<file path="config.mk">
export PLATFORM = sky130hd
export DESIGN_NAME = spi_flash_rd_seq
export DESIGN_NICKNAME = d
export VERILOG_FILES = /design/src/rtl/spi_flash_rd_seq.sv
export SDC_FILE = /design/constraint.sdc
export NUM_CORES = 1
export LEC_CHECK = 0
export BUFFER_PORTS_ARGS = -buffer_cell sky130_fd_sc_hd__buf_4
export CORE_UTILIZATION = 50
export DETAILED_ROUTE_END_ITERATION = 10
export HOLD_SLACK_MARGIN = 0.12
export PLACE_DENSITY = 0.78
export SYNTH_ARGS = -nofsm -noshare
export SYNTH_HDL_FRONTEND = slang
export SYNTH_SLANG_ARGS = --single-unit
</file>
<file path="constraint.sdc">
create_clock -name clk_i -period 2.8 [get_ports clk_i]
set_input_delay 0.56 -clock clk_i [delete_from_list [all_inputs] [get_ports clk_i]]
set_output_delay 0.56 -clock clk_i [all_outputs]
set_load 0.05 [all_outputs]
</file>
<file path="src/rtl/spi_flash_rd_seq.sv">
// SPI NOR READ (0x03) sequencer: drives the SPI master's register port to send
// command, 24-bit address and dummy bytes, and returns each data-phase byte as a strobe.
module spi_flash_rd_seq #(
   parameter logic [31:0] SPI_BASE = 32'h0,
   parameter logic [7:0]  CLK_DIV  = 8'd0,
   parameter logic        CPOL     = 1'b0,
   parameter logic        CPHA     = 1'b0
) (
   input  logic        clk_i,
   input  logic        rst_i,
   input  logic        req_i,
   input  logic [23:0] req_addr_i,
   input  logic [7:0]  req_len_i,
   output logic        busy_o,
   output logic        rvalid_o,
   output logic [7:0]  rdata_o,
   output logic        done_o,
   output logic [31:0] spi_addr_o,
   output logic [31:0] spi_wdata_o,
   output logic        spi_we_o,
   input  logic [31:0] spi_rdata_i
);

   localparam logic [31:0] CTRL_A = {SPI_BASE[31:4], 4'h0};
   localparam logic [31:0] DATA_A = {SPI_BASE[31:4], 4'h4};
   localparam logic [31:0] STAT_A = {SPI_BASE[31:4], 4'h8};

   typedef enum logic [3:0] {
      IDLE, SEL, LOAD, START, SETTLE, POLL, CAPTURE, DESEL, DONE
   } state_t;

   state_t      state_q, state_d;
   logic [8:0]  idx_q, idx_d;
   logic [8:0]  len_q, len_d;
   logic [23:0] addr_q, addr_d;
   logic        settle_q, settle_d;
   logic        busy_q, busy_d;
   logic        rvalid_q, rvalid_d;
   logic [7:0]  rdata_q, rdata_d;
   logic        done_q, done_d;
   logic [31:0] spi_addr_q, spi_addr_d;
   logic [31:0] spi_wdata_q, spi_wdata_d;
   logic        spi_we_q, spi_we_d;

   function automatic logic [31:0] ctrl_word(input logic ss, input logic start);
      return {16'h0, CLK_DIV, 4'h0, ss, CPHA, CPOL, start};
   endfunction

   function automatic logic [7:0] tx_byte(input logic [8:0] idx, input logic [23:0] a);
      case (idx)
         9'd0:    return 8'h03;
         9'd1:    return a[23:16];
         9'd2:    return a[15:8];
         9'd3:    return a[7:0];
         default: return 8'h00;
      endcase
   endfunction

   // Next-state logic; bus outputs are computed for the state being entered so they register cleanly.
   always_comb begin
      state_d     = state_q;
      idx_d       = idx_q;
      len_d       = len_q;
      addr_d      = addr_q;
      settle_d    = settle_q;
      busy_d      = busy_q;
      rvalid_d    = 1'b0;
      rdata_d     = rdata_q;
      done_d      = 1'b0;
      spi_addr_d  = spi_addr_q;
      spi_wdata_d = spi_wdata_q;
      spi_we_d    = 1'b0;
      case (state_q)
         IDLE: begin
            if (req_i) begin
               state_d     = SEL;
               addr_d      = req_addr_i;
               len_d       = (req_len_i == 8'd0) ? 9'd256 : {1'b0, req_len_i};
               idx_d       = 9'd0;
               busy_d      = 1'b1;
               spi_we_d    = 1'b1;
               spi_addr_d  = CTRL_A;
               spi_wdata_d = ctrl_word(1'b1, 1'b0);
            end else begin
               state_d = IDLE;
            end
         end
         SEL: begin
            state_d     = LOAD;
            spi_we_d    = 1'b1;
            spi_addr_d  = DATA_A;
            spi_wdata_d = {24'h0, tx_byte(idx_q, addr_q)};
         end
         LOAD: begin
            state_d     = START;
            spi_we_d    = 1'b1;
            spi_addr_d  = CTRL_A;
            spi_wdata_d = ctrl_word(1'b1, 1'b1);
         end
         START: begin
            state_d     = SETTLE;
            settle_d    = 1'b0;
            spi_addr_d  = STAT_A;
            spi_wdata_d = 32'h0;
         end
         SETTLE: begin
            // SPI busy shows up two cycles after the start write
            if (settle_q) begin
               state_d = POLL;
            end else begin
               settle_d = 1'b1;
            end
         end
         POLL: begin
            if (!spi_rdata_i[0]) begin
               state_d    = CAPTURE;
               spi_addr_d = DATA_A;
            end else begin
               state_d = POLL;
            end
         end
         CAPTURE: begin
            if (idx_q >= 9'd4) begin
               rvalid_d = 1'b1;
               rdata_d  = spi_rdata_i[7:0];
            end else begin
               rvalid_d = 1'b0;
            end
            if (idx_q == len_q + 9'd3) begin
               state_d     = DESEL;
               spi_we_d    = 1'b1;
               spi_addr_d  = CTRL_A;
               spi_wdata_d = 32'h0;
            end else begin
               state_d     = LOAD;
               idx_d       = idx_q + 9'd1;
               spi_we_d    = 1'b1;
               spi_addr_d  = DATA_A;
               spi_wdata_d = {24'h0, tx_byte(idx_q + 9'd1, addr_q)};
            end
         end
         DESEL: begin
            state_d     = DONE;
            spi_addr_d  = SPI_BASE;
            spi_wdata_d = 32'h0;
         end
         DONE: begin
            state_d = IDLE;
            done_d  = 1'b1;
            busy_d  = 1'b0;
         end
         default: begin
            state_d     = IDLE;
            busy_d      = 1'b0;
            spi_addr_d  = SPI_BASE;
            spi_wdata_d = 32'h0;
         end
      endcase
   end

   // State and output registers with synchronous reset.
   always_ff @(posedge clk_i) begin
      if (rst_i) begin
         state_q     <= IDLE;
         idx_q       <= 9'd0;
         len_q       <= 9'd0;
         addr_q      <= 24'h0;
         settle_q    <= 1'b0;
         busy_q      <= 1'b0;
         rvalid_q    <= 1'b0;
         rdata_q     <= 8'h0;
         done_q      <= 1'b0;
         spi_addr_q  <= SPI_BASE;
         spi_wdata_q <= 32'h0;
         spi_we_q    <= 1'b0;
      end else begin
         state_q     <= state_d;
         idx_q       <= idx_d;
         len_q       <= len_d;
         addr_q      <= addr_d;
         settle_q    <= settle_d;
         busy_q      <= busy_d;
         rvalid_q    <= rvalid_d;
         rdata_q     <= rdata_d;
         done_q      <= done_d;
         spi_addr_q  <= spi_addr_d;
         spi_wdata_q <= spi_wdata_d;
         spi_we_q    <= spi_we_d;
      end
   end

   assign busy_o      = busy_q;
   assign rvalid_o    = rvalid_q;
   assign rdata_o     = rdata_q;
   assign done_o      = done_q;
   assign spi_addr_o  = spi_addr_q;
   assign spi_wdata_o = spi_wdata_q;
   assign spi_we_o    = spi_we_q;

endmodule

</file>
==> results of run 1 <==
-- area by class of cell --
| type | count | area (um^2) | share of cell area (%) |
|---|---|---|---|
| Multi-Input combinational cell | 373 | 2100 | 48.0 |
| Sequential cell | 69 | 1380 | 31.6 |
| Timing Repair Buffer | 71 | 533 | 12.2 |
| Clock buffer | 10 | 138 | 3.14 |
| Tap cell | 99 | 124 | 2.83 |
| Clock inverter | 6 | 62.6 | 1.43 |
| Inverter | 10 | 37.5 | 0.858 |
-- critical path, stage by stage, from the launching register on --
cell and delay (ns):
sky130_fd_sc_hd__dfxtp_1 0.43, sky130_fd_sc_hd__inv_1 0.07, sky130_fd_sc_hd__ha_1 0.28, sky130_fd_sc_hd__and3b_1 0.33
sky130_fd_sc_hd__a221o_1 0.17, sky130_fd_sc_hd__a21boi_1 0.07, sky130_fd_sc_hd__o221ai_2 0.27, sky130_fd_sc_hd__o21ai_4 0.23
sky130_fd_sc_hd__or4_1 0.54, sky130_fd_sc_hd__a21oi_1 0.14
-- cells by family after synthesis --
kind of cell               Yosys count  synth area share, %
other                                1               0.0962
buffers and inverters               99                 15.8
DFF                                 69                 35.4
muxes                               10                 2.60
AOI/OAI and AO/OA                  120                 20.5
and+or+nand+nor                    167                 19.8
xor gates and xnor gates            16                 3.79
adders and majority gates            6                 1.93
-- layer usage --
layer | GRT usage, % | wire length (um) | up-vias
li1 | - | - | 1677
met1 | 25.0 | 3680 | 1638
met2 | 38.5 | 4580 | 138
met3 | 4.71 | 407 | 22
met4 | 11.7 | 233 | 0
met5 | 0 | 0 | -
-- state kept, by name (all words and copies together) (netlist names), 2 cells and up --
| name | flops |
|---|---|
| rdata_o | 8 |
| len_q | 9 |
| state_q | 4 |
| addr_q | 24 |
| spi_addr_o | 2 |
| spi_wdata_o | 8 |
| idx_q | 9 |
-- synthesized netlist by cell type, types with 3 or more instances --
library cell,count
sky130_fd_sc_hd__a22oi_1,6
sky130_fd_sc_hd__mux2i_1,9
sky130_fd_sc_hd__nor4_1,6
sky130_fd_sc_hd__a21oi_1,67
sky130_fd_sc_hd__buf_2,6
sky130_fd_sc_hd__o21ai_0,11
sky130_fd_sc_hd__nand2_1,78
sky130_fd_sc_hd__nor2_1,35
sky130_fd_sc_hd__a222oi_1,12
sky130_fd_sc_hd__and3_1,4
sky130_fd_sc_hd__xor2_1,7
sky130_fd_sc_hd__ha_1,6
sky130_fd_sc_hd__clkbuf_1,22
sky130_fd_sc_hd__xnor2_1,8
sky130_fd_sc_hd__or3_1,10
sky130_fd_sc_hd__buf_4,57
sky130_fd_sc_hd__nor3_1,7
sky130_fd_sc_hd__inv_1,10
sky130_fd_sc_hd__nand3_1,5
sky130_fd_sc_hd__dfxtp_1,69
sky130_fd_sc_hd__and2_1,3
sky130_fd_sc_hd__a211o_1,3
sky130_fd_sc_hd__nand4_1,3
sky130_fd_sc_hd__buf_6,3
-- cell usage in the layout (no fill, tap or decap), types with 2 or more instances in the layout --
cell and count:
sky130_fd_sc_hd__nor3_1 7, sky130_fd_sc_hd__o21ai_0 11, sky130_fd_sc_hd__a21oi_1 67, sky130_fd_sc_hd__nor4_1 6, sky130_fd_sc_hd__a222oi_1 12, sky130_fd_sc_hd__dfxtp_1 69
sky130_fd_sc_hd__and2_1 3, sky130_fd_sc_hd__a211o_1 3, sky130_fd_sc_hd__mux2i_1 9, sky130_fd_sc_hd__nand4_1 3, sky130_fd_sc_hd__clkinvlp_4 3, sky130_fd_sc_hd__or3_1 10
sky130_fd_sc_hd__inv_1 10, sky130_fd_sc_hd__nor2b_1 2, sky130_fd_sc_hd__nand2b_1 2, sky130_fd_sc_hd__ha_1 6, sky130_fd_sc_hd__nand2_1 78, sky130_fd_sc_hd__buf_4 71
sky130_fd_sc_hd__xnor2_1 8, sky130_fd_sc_hd__nand3_1 5, sky130_fd_sc_hd__or4_1 2, sky130_fd_sc_hd__a22oi_1 6, sky130_fd_sc_hd__nand3b_1 2, sky130_fd_sc_hd__clkinv_2 2
sky130_fd_sc_hd__nor2_1 35, sky130_fd_sc_hd__clkbuf_8 10, sky130_fd_sc_hd__xor2_1 7, sky130_fd_sc_hd__conb_1 54, sky130_fd_sc_hd__and3_1 4
-- through the flow --
step	util (%)	setup slack, ns	instance area, um^2
after detailed placement	56.4	0.223	4180
after global placement	56.4	0.314	4180
after floorplan	-	0.612	4100
after CTS	59.1	0.208	4380
final	59.1	0.193	4380
after global routing	59.1	0.00848	4380
-- how the worst min path moves through the flow --
stage,from,end,slack [ns]
2_1_floorplan,addr_q[14]$_SDFFE_PP0P_,addr_q[14]$_SDFFE_PP0P_,0.45
3_3_place_gp,addr_q[11]$_SDFFE_PP0P_,addr_q[11]$_SDFFE_PP0P_,0.46
3_5_place_dp,addr_q[14]$_SDFFE_PP0P_,addr_q[14]$_SDFFE_PP0P_,0.47
4_1_cts,spi_rdata_i[5],rdata_o[5]$_SDFFE_PP0P_,0.45
5_1_grt,spi_rdata_i[4],rdata_o[4]$_SDFFE_PP0P_,0.44
6_report,spi_rdata_i[5],rdata_o[5]$_SDFFE_PP0P_,0.46
-- report_power, final --
group | total [mW] | switching (mW) | internal (mW)
clock network | 0.811 | 0.379 | 0.432
registers | 1.10 | 0.0620 | 1.04
logic | 0.517 | 0.369 | 0.148
total | 2.43 | 0.810 | 1.62
==> results by group, run 1 <==
Route
  • Routed len/inst: about 14 um
  • Drc violations: 0
  • Total wirelength of the detailed-routed design: roughly 8.9 mm
  • Drt pass-1 iters: 6
  • Final ANT Viol Nets: 0
  • Vias after detailed routing: around 3,500
  • Number of design-rule violations left by the first detailed-router iteration: about 240
  • Via/cell ratio: around 5.4

Logic synthesis
  • Number of distinct library cells after synthesis: 61
  • Post-synthesis register bit count: 69
  • Register area share after synthesis: 35.4%
  • Most area-hungry cell type in the Yosys netlist: sky130_fd_sc_hd__dfxtp_1
  • Proportion of register bits with asynchronous set or reset after synthesis: 0%
  • Number of instances in the synthesized netlist: roughly 500
  • Cell area after synthesis: just under 4000 um^2
  • Warnings from Yosys: 0
  • Synthesized area divided by synthesized cell count: 7.99 um^2
  • Post-synth EDFFs: 0
  • Post-synth top area share: 35.4%
  • Leading post-synthesis cells by cell area: sky130_fd_sc_hd__dfxtp_1 (35%), sky130_fd_sc_hd__buf_4 (11%), sky130_fd_sc_hd__a21oi_1 (8.6%)
  • Predominant post-synthesis flop cell: sky130_fd_sc_hd__dfxtp_1

Worst setup path
  • Class of the most critical setup path: flop to flop
  • Worst setup slack for register-to-register paths: around 0.19 ns
  • Highest fanout seen on the critical path: 23
  • Endpoint of the worst register-to-register path: idx_q[8]$_SDFFE_PP0P_
  • Required time at the endpoint of the critical path: approximately 3 ns
  • Reg2reg start: len_q[0]$_SDFFE_PP0P_
  • R2R cell count: 9
  • Crit path to: idx_q[8]$_SDFFE_PP0P_
  • Setup crit start: len_q[0]$_SDFFE_PP0P_
  • Arrival time at the worst endpoint: 2.88 ns
  • Startpoint class of the critical path: flop
  • Sort of element at the end of the critical path: flop

Place
  • Number of placed instances with taps included: 622
  • Post-DP HPWL: about 6.3 mm
  • Count of buffers from port buffering: 64
  • RePlAce Congestion: 0.857

Die
  • Initial core utilization: between 50% and 60%
  • Die H: 90.3 um
  • Number of standard-cell rows in the floorplan: 31
  • Overall die area: a little over 8000 um^2
  • Floorplan core area: 7410 um^2
  • Count of pins on the block boundary: ~140
  • Die Wd: about 90 um

Layout
  • Share of cells above drive strength 1: a little under a fifth
  • Area delta synth->final: 12.3%
  • Antenna diodes: 0
  • Number of fill cells: about 700
  • Final cell count without fillers: 638
  • Post-layout nets: a little over 600

STA
  • Portion of the clock cycle consumed by the worst path in the final layout: between 90% and 100%
  • FMAX: 384 MHz
  • Relative slew margins: a little over half
  • Final Hold Fails: 0
  • Hold slack: ~0.46 ns
  • Post-layout min period: between 2 and 3 ns
  • Final Max Tran Viols: 0
  • RSZ-0062 raised after global routing: false
  • Pin slew with the least headroom to its limit: roughly 0.72 ns
  • Setup clock skew after layout: around 0.0087 ns
  • TNS Setup: 0 ns
  • Final setup vio count: 0

GRT
  • Pin count of the biggest net entering global routing: 39
  • First-pass GRT wire length: between 10 and 15 mm
  • Global route total overflow: 0
  • Aggregate global-route resource usage: 22.0%
  • Number of antenna violations at the first check in global routing: 0
  • Via count of the first global-routing pass: roughly 3,200

CTS
  • # H-tree levels: 3
  • Clock-pin slew reported for the worst setup and hold paths after clock tree synthesis: 0.08 ns
  • Clock root cell: sky130_fd_sc_hd__clkbuf_8
  • Number of buffers on the longest clock path: 2
  • Post-CTS Hold Buffers: 0
  • Post-CTS setup-driven buffer insertion count: 0
  • Clock insertion delay at the later pin of the skew report: approximately 0.34 ns
  • Clock tree from TritonCTS: done
  • Total number of clock tree sinks: 69
  • CTS Buf Count: 9
  • CTS resizes: 0

Hold path
  • Depth of the worst hold-timing path: 3
  • Worst min path class: input port to flop

Job
  • Reported max-cap violation count: 0

Pwr
  • IR drop worst, VDD: around 0.29 mV
  • Final Power: roughly 2.4 mW
  • Power density relative to cell area: ~550 nW/um^2
  • Leakage Power: 1.76 nW

Run status
  • Run status: finished, final reports clean
(Power assumes the default switching activity.)
==> run 2, diff against run 1 <==
--- a/config.mk
+++ b/config.mk
@@ -5,11 +5,12 @@
 export SDC_FILE = /design/constraint.sdc
 export NUM_CORES = 1
 export LEC_CHECK = 0
+export ABC_AREA = 1
 export BUFFER_PORTS_ARGS = -buffer_cell sky130_fd_sc_hd__buf_4
 export CORE_UTILIZATION = 50
 export DETAILED_ROUTE_END_ITERATION = 10
 export HOLD_SLACK_MARGIN = 0.12
-export PLACE_DENSITY = 0.78
+export PLACE_DENSITY = 0.77
 export SYNTH_ARGS = -nofsm -noshare
 export SYNTH_HDL_FRONTEND = slang
 export SYNTH_SLANG_ARGS = --single-unit
==> constraint.sdc (replaced) <==
create_clock -name clk_i -period 2.88 [get_ports clk_i]
set_input_delay 0.576 -clock clk_i [delete_from_list [all_inputs] [get_ports clk_i]]
set_output_delay 0.576 -clock clk_i [all_outputs]
set_load 0.05 [all_outputs]
==> results by group, run 2 <==
Route
  • Number of design-rule violations left by the first detailed-router iteration: 195 (was 241)
  • Drt pass-1 iters: 4 (was 6)
  • Drc violations: 0 (unchanged)
  • Routed len/inst: 11.8 um (was 13.9 um)
  • Via/cell ratio: 4.87 (was 5.45)
  • Vias after detailed routing: 3,712 (was 3,475)
  • Final ANT Viol Nets: 0 (unchanged)
  • Total wirelength of the detailed-routed design: 8.98 mm (was 8.90 mm)

Die
  • Count of pins on the block boundary: 143 (unchanged)
  • Initial core utilization: 51.7% (was 52.6%)
  • Floorplan core area: 7730 um^2 (was 7410 um^2)
  • Overall die area: 8350 um^2 (was 8150 um^2)
  • Number of standard-cell rows in the floorplan: 32 (was 31)
  • Die H: 91.4 um (was 90.3 um)
  • Die Wd: 91.4 um (was 90.3 um)

Place
  • Number of placed instances with taps included: 746 (was 622)
  • Post-DP HPWL: 6.82 mm (was 6.31 mm)
  • Count of buffers from port buffering: 64 (unchanged)
  • RePlAce Congestion: 0.896 (was 0.857)

STA
  • Final Max Tran Viols: 0 (unchanged)
  • Post-layout min period: 2.28 ns (was 2.61 ns)
  • Hold slack: 0.449 ns (was 0.456 ns)
  • Setup clock skew after layout: 0.00882 ns (was 0.00872 ns)
  • TNS Setup: 0 ns (unchanged)
  • FMAX: 439 MHz (was 384 MHz)
  • RSZ-0062 raised after global routing: false (unchanged)
  • Portion of the clock cycle consumed by the worst path in the final layout: 79.2% (was 93.1%)
  • Final Hold Fails: 0 (unchanged)
  • Final setup vio count: 0 (unchanged)

Logic synthesis
  • Number of instances in the synthesized netlist: 588 (was 488)
  • Synthesized area divided by synthesized cell count: 6.80 um^2 (was 7.99 um^2)
  • Post-synth top area share: 34.6% (was 35.4%)
  • Predominant post-synthesis flop cell: sky130_fd_sc_hd__dfxtp_1 (unchanged)
  • Post-synthesis register bit count: 69 (unchanged)
  • Cell area after synthesis: 4000 um^2 (was 3900 um^2)
  • Proportion of register bits with asynchronous set or reset after synthesis: 0% (unchanged)
  • Number of distinct library cells after synthesis: 35 (was 61)
  • Warnings from Yosys: 0 (unchanged)
  • Post-synth EDFFs: 0 (unchanged)
  • Leading cell types by count after synthesis: sky130_fd_sc_hd__nand2_1 (96), sky130_fd_sc_hd__nor2_1 (91), sky130_fd_sc_hd__inv_1 (72), sky130_fd_sc_hd__dfxtp_1 (69) (was sky130_fd_sc_hd__nand2_1 (78), sky130_fd_sc_hd__dfxtp_1 (69), sky130_fd_sc_hd__a21oi_1 (67), sky130_fd_sc_hd__buf_4 (57), sky130_fd_sc_hd__nor2_1 (35))
  • Count leader, synth: sky130_fd_sc_hd__nand2_1 (unchanged)
  • Register area share after synthesis: 34.6% (was 35.4%)
  • Leading post-synthesis cells by cell area: sky130_fd_sc_hd__dfxtp_1 (35%), sky130_fd_sc_hd__buf_4 (10%), sky130_fd_sc_hd__nand2_1 (9.0%) (was sky130_fd_sc_hd__dfxtp_1 (35%), sky130_fd_sc_hd__buf_4 (11%), sky130_fd_sc_hd__a21oi_1 (8.6%))
  • Most area-hungry cell type in the Yosys netlist: sky130_fd_sc_hd__dfxtp_1 (unchanged)

GRT
  • Global route total overflow: 0 (unchanged)
  • Via count of the first global-routing pass: 3,445 (was 3,219)
  • Number of antenna violations at the first check in global routing: 0 (unchanged)
  • First-pass GRT wire length: 15.3 mm (was 14.6 mm)
  • Aggregate global-route resource usage: 22.5% (was 22.0%)
  • Pin count of the biggest net entering global routing: 33 (was 39)

CTS
  • Total number of clock tree sinks: 69 (unchanged)
  • Clock tree from TritonCTS: done (unchanged)
  • Clock insertion delay at the later pin of the skew report: 0.35 ns (was 0.34 ns)
  • Post-CTS setup-driven buffer insertion count: 0 (unchanged)
  • # H-tree levels: 3 (unchanged)
  • Clock root cell: sky130_fd_sc_hd__clkbuf_8 (unchanged)
  • CTS resizes: 0 (unchanged)
  • Clock-pin slew reported for the worst setup and hold paths after clock tree synthesis: 0.08 ns (about the same)
  • Post-CTS Hold Buffers: 0 (unchanged)
  • Number of buffers on the longest clock path: 2 (unchanged)
  • CTS Buf Count: 9 (unchanged)

Worst setup path
  • Sort of element at the end of the critical path: flop (unchanged)
  • Startpoint class of the critical path: flop (unchanged)
  • Class of the most critical setup path: flop to flop (unchanged)
  • Required time at the endpoint of the critical path: 3.17 ns (was 3.07 ns)
  • Arrival time at the worst endpoint: 2.57 ns (was 2.88 ns)
  • Highest fanout seen on the critical path: 7 (was 23)

Layout
  • Largest register FFs: 24 (unchanged)
  • Post-Route Utilization: 59.3% (was 59.1%)
  • Share of cells above drive strength 1: 16.5% (was 18.2%)
  • Registers with the highest flip-flop counts: addr_q: 24 flops, idx_q: 9 flops, len_q: 9 flops (unchanged)
  • Reg with most FFs: addr_q (unchanged)
  • Most common cell after layout, fill and taps aside: sky130_fd_sc_hd__nand2_1 (unchanged)
  • Final cell count without fillers: 762 (was 638)
  • Post-layout nets: 728 (was 607)
  • Antenna diodes: 0 (unchanged)
  • Commonest non-fill, non-tap cells in the layout: sky130_fd_sc_hd__nand2_1 (96), sky130_fd_sc_hd__nor2_1 (91), sky130_fd_sc_hd__inv_1 (72) (was sky130_fd_sc_hd__nand2_1 (78), sky130_fd_sc_hd__buf_4 (71), sky130_fd_sc_hd__dfxtp_1 (69))
  • Area delta synth->final: 14.7% (was 12.3%)

Hold path
  • Worst min path class: input port to flop (unchanged)

Pwr
  • Leakage Power: 2.23 nW (was 1.76 nW)
  • IR drop worst, VDD: 0.396 mV (was 0.291 mV)
  • Power density relative to cell area: 628 nW/um^2 (was 555 nW/um^2)

Run status
  • Run status: finished, final reports clean (unchanged)

Job
  • Reported max-cap violation count: 0 (unchanged)
run 2: critical path: stages, from the launching register on:
cell	delay, ns
sky130_fd_sc_hd__dfxtp_1	0.49
sky130_fd_sc_hd__ha_1	0.33
sky130_fd_sc_hd__nand2_1	0.13
sky130_fd_sc_hd__nand2_1	0.11
sky130_fd_sc_hd__nand3_1	0.18
sky130_fd_sc_hd__nor2_1	0.26
sky130_fd_sc_hd__inv_1	0.11
sky130_fd_sc_hd__nor2_4	0.20
sky130_fd_sc_hd__nand2_1	0.08
sky130_fd_sc_hd__nand3_1	0.09
sky130_fd_sc_hd__nand2_1	0.05
sky130_fd_sc_hd__o211ai_1	0.08
sky130_fd_sc_hd__nand2_1	0.07
sky130_fd_sc_hd__inv_1	0.05
run 2: path summary, 6_finish.rpt:
path                                       startpoint                           to  slack [ns]  cells past startpoint
worst max-delay path            idx_q[0]$_SDFFE_PP0P_  spi_wdata_o[6]$_SDFFE_PP0P_        0.60                     13
worst max register to register  idx_q[0]$_SDFFE_PP0P_  spi_wdata_o[6]$_SDFFE_PP0P_        0.60                     13
worst min-delay path                   req_addr_i[15]      addr_q[15]$_SDFFE_PP0P_        0.45                      3
worst min register to register    busy_o$_SDFFE_PP0P_          busy_o$_SDFFE_PP0P_        0.46                      2
run 2: cell families (layout without fill, tap and decap cells):
| kind of cell | count (synthesis) | count (layout) | share of synthesized area [%] |
|---|---|---|---|
| and+or+nand+nor | 248 | 248 | 28.0 |
| xor gates and xnor gates | 9 | 9 | 1.97 |
| buffers and inverters | 145 | 164 | 18.7 |
| AOI/OAI and AO/OA | 110 | 110 | 14.8 |
| other | 1 | 54 | 0.0938 |
| DFF | 69 | 69 | 34.6 |
| adders and majority gates | 6 | 6 | 1.88 |
run 2: routing by layer:
| metal | vias to the layer above | wire (um) | track usage (%) |
|---|---|---|---|
| met5 | - | 0 | 0 |
| met3 | 15 | 346 | 3.10 |
| met2 | 95 | 4490 | 40.0 |
| met1 | 1700 | 3990 | 27.8 |
| met4 | 0 | 150 | 7.54 |
| li1 | 1902 | - | - |
run 2: layout make-up:
class / instances / area [um^2]
tap: 102 / 128
clock buffer: 12 / 145
clock inverter: 4 / 47.5
sequential: 69 / 1380
fill: 735 / 3150
multi-input combinational: 427 / 2070
timing repair buffer: 69 / 518
inverter: 79 / 297
run 2: per-stage QoR:
| step | worst slack (ns) | instance area, um^2 | total power [mW] |
|---|---|---|---|
| floorplan | 1.08 | 4200 | 1.94 |
| CTS | 0.653 | 4580 | 2.88 |
| global route | 0.405 | 4580 | 3.04 |
| finish | 0.600 | 4580 | 2.88 |
| detailed placement | 0.687 | 4390 | 2.11 |
| global placement | 0.764 | 4390 | 2.09 |
run 2: where the power goes:
| group | total (mW) | internal, mW | switching [mW] |
|---|---|---|---|
| Sequential | 1.17 | 1.07 | 0.0966 |
| Combinational | 0.934 | 0.268 | 0.666 |
| Clock | 0.780 | 0.421 | 0.359 |
| Total | 2.88 | 1.76 | 1.12 |
==> run 3, diff against run 2 <==
==> constraint.sdc (replaced) <==
create_clock -name clk_i -period 2.2 [get_ports clk_i]
set_input_delay 0.44 -clock clk_i [delete_from_list [all_inputs] [get_ports clk_i]]
set_output_delay 0.44 -clock clk_i [all_outputs]
set_load 0.05 [all_outputs]
==> results by group, run 3 (synthesis results as in run 2) <==
Run status
  • Run status: finished, final reports clean (unchanged)

Route
  • Vias after detailed routing: 3,810 (was 3,712)
  • Number of design-rule violations left by the first detailed-router iteration: 261 (was 195)
  • Final ANT Viol Nets: 0 (unchanged)
  • Via/cell ratio: 4.96 (was 4.87)
  • Routed len/inst: 12.1 um (was 11.8 um)
  • Total wirelength of the detailed-routed design: 9.32 mm (was 8.98 mm)
  • Drc violations: 0 (unchanged)
  • Drt pass-1 iters: 6 (was 4)

CTS
  • Clock-pin slew reported for the worst setup and hold paths after clock tree synthesis: 0.08 ns (about the same)
  • Total number of clock tree sinks: 69 (unchanged)
  • CTS Buf Count: 9 (unchanged)
  • Number of buffers on the longest clock path: 2 (unchanged)
  • # H-tree levels: 3 (unchanged)
  • Clock root cell: sky130_fd_sc_hd__clkbuf_8 (unchanged)
  • Clock insertion delay at the later pin of the skew report: 0.34 ns (was 0.35 ns)
  • Clock tree from TritonCTS: done (unchanged)

Die
  • Number of standard-cell rows in the floorplan: 32 (unchanged)
  • Count of pins on the block boundary: 143 (unchanged)
  • Floorplan core area: 7730 um^2 (unchanged)
  • Die Wd: 91.4 um (unchanged)
  • Overall die area: 8350 um^2 (unchanged)
  • Die H: 91.4 um (unchanged)
  • Initial core utilization: 51.7% (unchanged)

Worst setup path
  • Total number of cells along the worst setup path: 13 (unchanged)
  • R2R cell count: 13 (unchanged)
  • Top cell family by delay on the critical path: simple AND/OR/NAND/NOR gates (unchanged)
  • Startpoint class of the critical path: flop (unchanged)
  • Buffers and inverters on the worst path: 2 (unchanged)
  • Sort of element at the end of the critical path: flop (unchanged)
  • Arrival time at the worst endpoint: 2.29 ns (was 2.57 ns)
  • Reg2reg start: idx_q[0]$_SDFFE_PP0P_ (unchanged)
  • Cell-by-cell listing of the critical path: ha_2 -> nand2_1 -> nand2_1 -> nand3_1 -> nor2_1 -> inv_1 -> nor2_4 -> nand2_1 -> nand3_1 -> nand2_1 -> o211ai_1 -> nand2_1 -> inv_1 (was ha_1 -> nand2_1 -> nand2_1 -> nand3_1 -> nor2_1 -> inv_1 -> nor2_4 -> nand2_1 -> nand3_1 -> nand2_1 -> o211ai_1 -> nand2_1 -> inv_1)
  • Highest fanout seen on the critical path: 6 (was 7)
  • Required time at the endpoint of the critical path: 2.49 ns (was 3.17 ns)
  • Setup crit start: idx_q[0]$_SDFFE_PP0P_ (unchanged)
  • Crit-path max cell delay: 0.34 ns (was 0.49 ns)
  • Class of the most critical setup path: flop to flop (unchanged)
  • Dominant cell type by count on the critical path: sky130_fd_sc_hd__nand2_1 (unchanged)
  • Cell type of the slowest stage on the worst timing path: sky130_fd_sc_hd__dfxtp_1 (unchanged)

Place
  • Count of buffers from port buffering: 64 (unchanged)
  • RePlAce Congestion: 0.892 (was 0.896)
  • Pre-CTS worst setup slack: 0.0809 ns (was 0.687 ns)
  • Post-DP HPWL: 6.93 mm (was 6.82 mm)

Layout
  • Post-Route Utilization: 60.8% (was 59.3%)
  • Registers with the highest flip-flop counts: addr_q: 24 flops, idx_q: 9 flops, len_q: 9 flops (unchanged)
  • Reg with most FFs: addr_q (unchanged)
  • Number of fill cells: 712 (was 735)
  • Most common cell after layout, fill and taps aside: sky130_fd_sc_hd__nand2_1 (unchanged)
  • Multi-input gate area in the final layout: 2090 um^2 (was 2070 um^2)
  • Area delta synth->final: 17.5% (was 14.7%)
  • Share of cells above drive strength 1: 17.9% (was 16.5%)
  • Largest register FFs: 24 (unchanged)
  • Area occupied by registers: 1380 um^2 (unchanged)
  • Post-layout nets: 734 (was 728)
  • Commonest non-fill, non-tap cells in the layout: sky130_fd_sc_hd__nand2_1 (96), sky130_fd_sc_hd__nor2_1 (91), sky130_fd_sc_hd__buf_4 (75) (was sky130_fd_sc_hd__nand2_1 (96), sky130_fd_sc_hd__nor2_1 (91), sky130_fd_sc_hd__inv_1 (72))
  • Antenna diodes: 0 (unchanged)

STA
  • Post-layout worst setup margin: 0.204 ns (was 0.600 ns)
  • Final Hold Fails: 0 (unchanged)
  • Final Max Tran Viols: 0 (unchanged)
  • Portion of the clock cycle consumed by the worst path in the final layout: 90.7% (was 79.2%)
  • RSZ-0062 raised after global routing: false (unchanged)
  • Final setup vio count: 0 (unchanged)
  • Setup clock skew after layout: 0.00838 ns (was 0.00882 ns)
  • TNS Setup: 0 ns (unchanged)
  • Post-layout min period: 2.00 ns (was 2.28 ns)
  • FMAX: 501 MHz (was 439 MHz)

GRT
  • Aggregate global-route resource usage: 23.3% (was 22.5%)
  • Pin count of the biggest net entering global routing: 56 (was 33)
  • Global route total overflow: 0 (unchanged)
  • First-pass GRT wire length: 15.7 mm (was 15.3 mm)
  • Number of antenna violations at the first check in global routing: 0 (unchanged)
  • Via count of the first global-routing pass: 3,492 (was 3,445)

Pwr
  • IR drop worst, VDD: 0.674 mV (was 0.396 mV)
  • Final Power: 4.02 mW (was 2.88 mW)
  • Power density relative to cell area: 855 nW/um^2 (was 628 nW/um^2)
  • Leakage Power: 2.28 nW (was 2.23 nW)

Hold path
  • Worst min path class: input port to flop (unchanged)
  • Startpoint of the worst hold path: spi_rdata_i[2] (was req_addr_i[15])
  • Depth of the worst hold-timing path: 3 (unchanged)

Job
  • Reported max-cap violation count: 0 (unchanged)
-- run 3: cell count changes in the layout (fill, tap and decap cells not counted), sizes merged --
cell / previous run / this run
clkbuf: 12 / 10
bufinv: 1 / 3
buf: 69 / 75
-- run 3: area by class of cell --
| cell class | instances | area share (%) |
|---|---|---|
| well taps | 102 | 2.72 |
| multi-input cells | 427 | 44.4 |
| clock inverters | 6 | 2.37 |
| clock buffers | 10 | 2.72 |
| repair buffers | 75 | 12.0 |
| inverters | 79 | 6.37 |
| flip-flops and latches | 69 | 29.4 |
-- run 3: path summary, 6_finish.rpt --
path | to | slack [ns]
worst max-delay path | spi_wdata_o[6]$_SDFFE_PP0P_ | 0.20
worst min-delay path | rdata_o[2]$_SDFFE_PP0P_ | 0.32
worst max register to register | spi_wdata_o[6]$_SDFFE_PP0P_ | 0.20
worst min register to register | busy_o$_SDFFE_PP0P_ | 0.46
-- run 3: report_power, final --
group / switching, mW / internal [mW] / total [mW]
combinational: 0.897 / 0.365 / 1.26
clock: 0.478 / 0.753 / 1.23
sequential: 0.124 / 1.40 / 1.52
-- run 3: worst min-delay path: stages --
cell and delay, ns:
sky130_fd_sc_hd__buf_4 0.08, sky130_fd_sc_hd__nor2_1 0.03, sky130_fd_sc_hd__nor2_1 0.08
-- run 3: metal layers --
layer	wire length [um]	GRT usage, %	vias to the layer above
li1	-	-	1918
met1	3960	27.6	1715
met2	4600	41.0	152
met3	524	4.19	25
met4	232	10.1	0
met5	0	0	-
-- run 3: what timing repair did --
action                     4_1_cts  5_1_grt
gates resized for setup          0        7
hold buffers                     0        0
setup endpoints to repair        0       12
buffers inserted                 0        1
-- run 3: stage by stage --
stage	hold slack (ns)	instance area, um^2	instances
floorplan	0.444	4200	641
global placement	0.456	4430	751
detailed placement	0.453	4430	751
CTS	0.315	4670	767
global route	0.329	4700	768
finish	0.320	4700	768
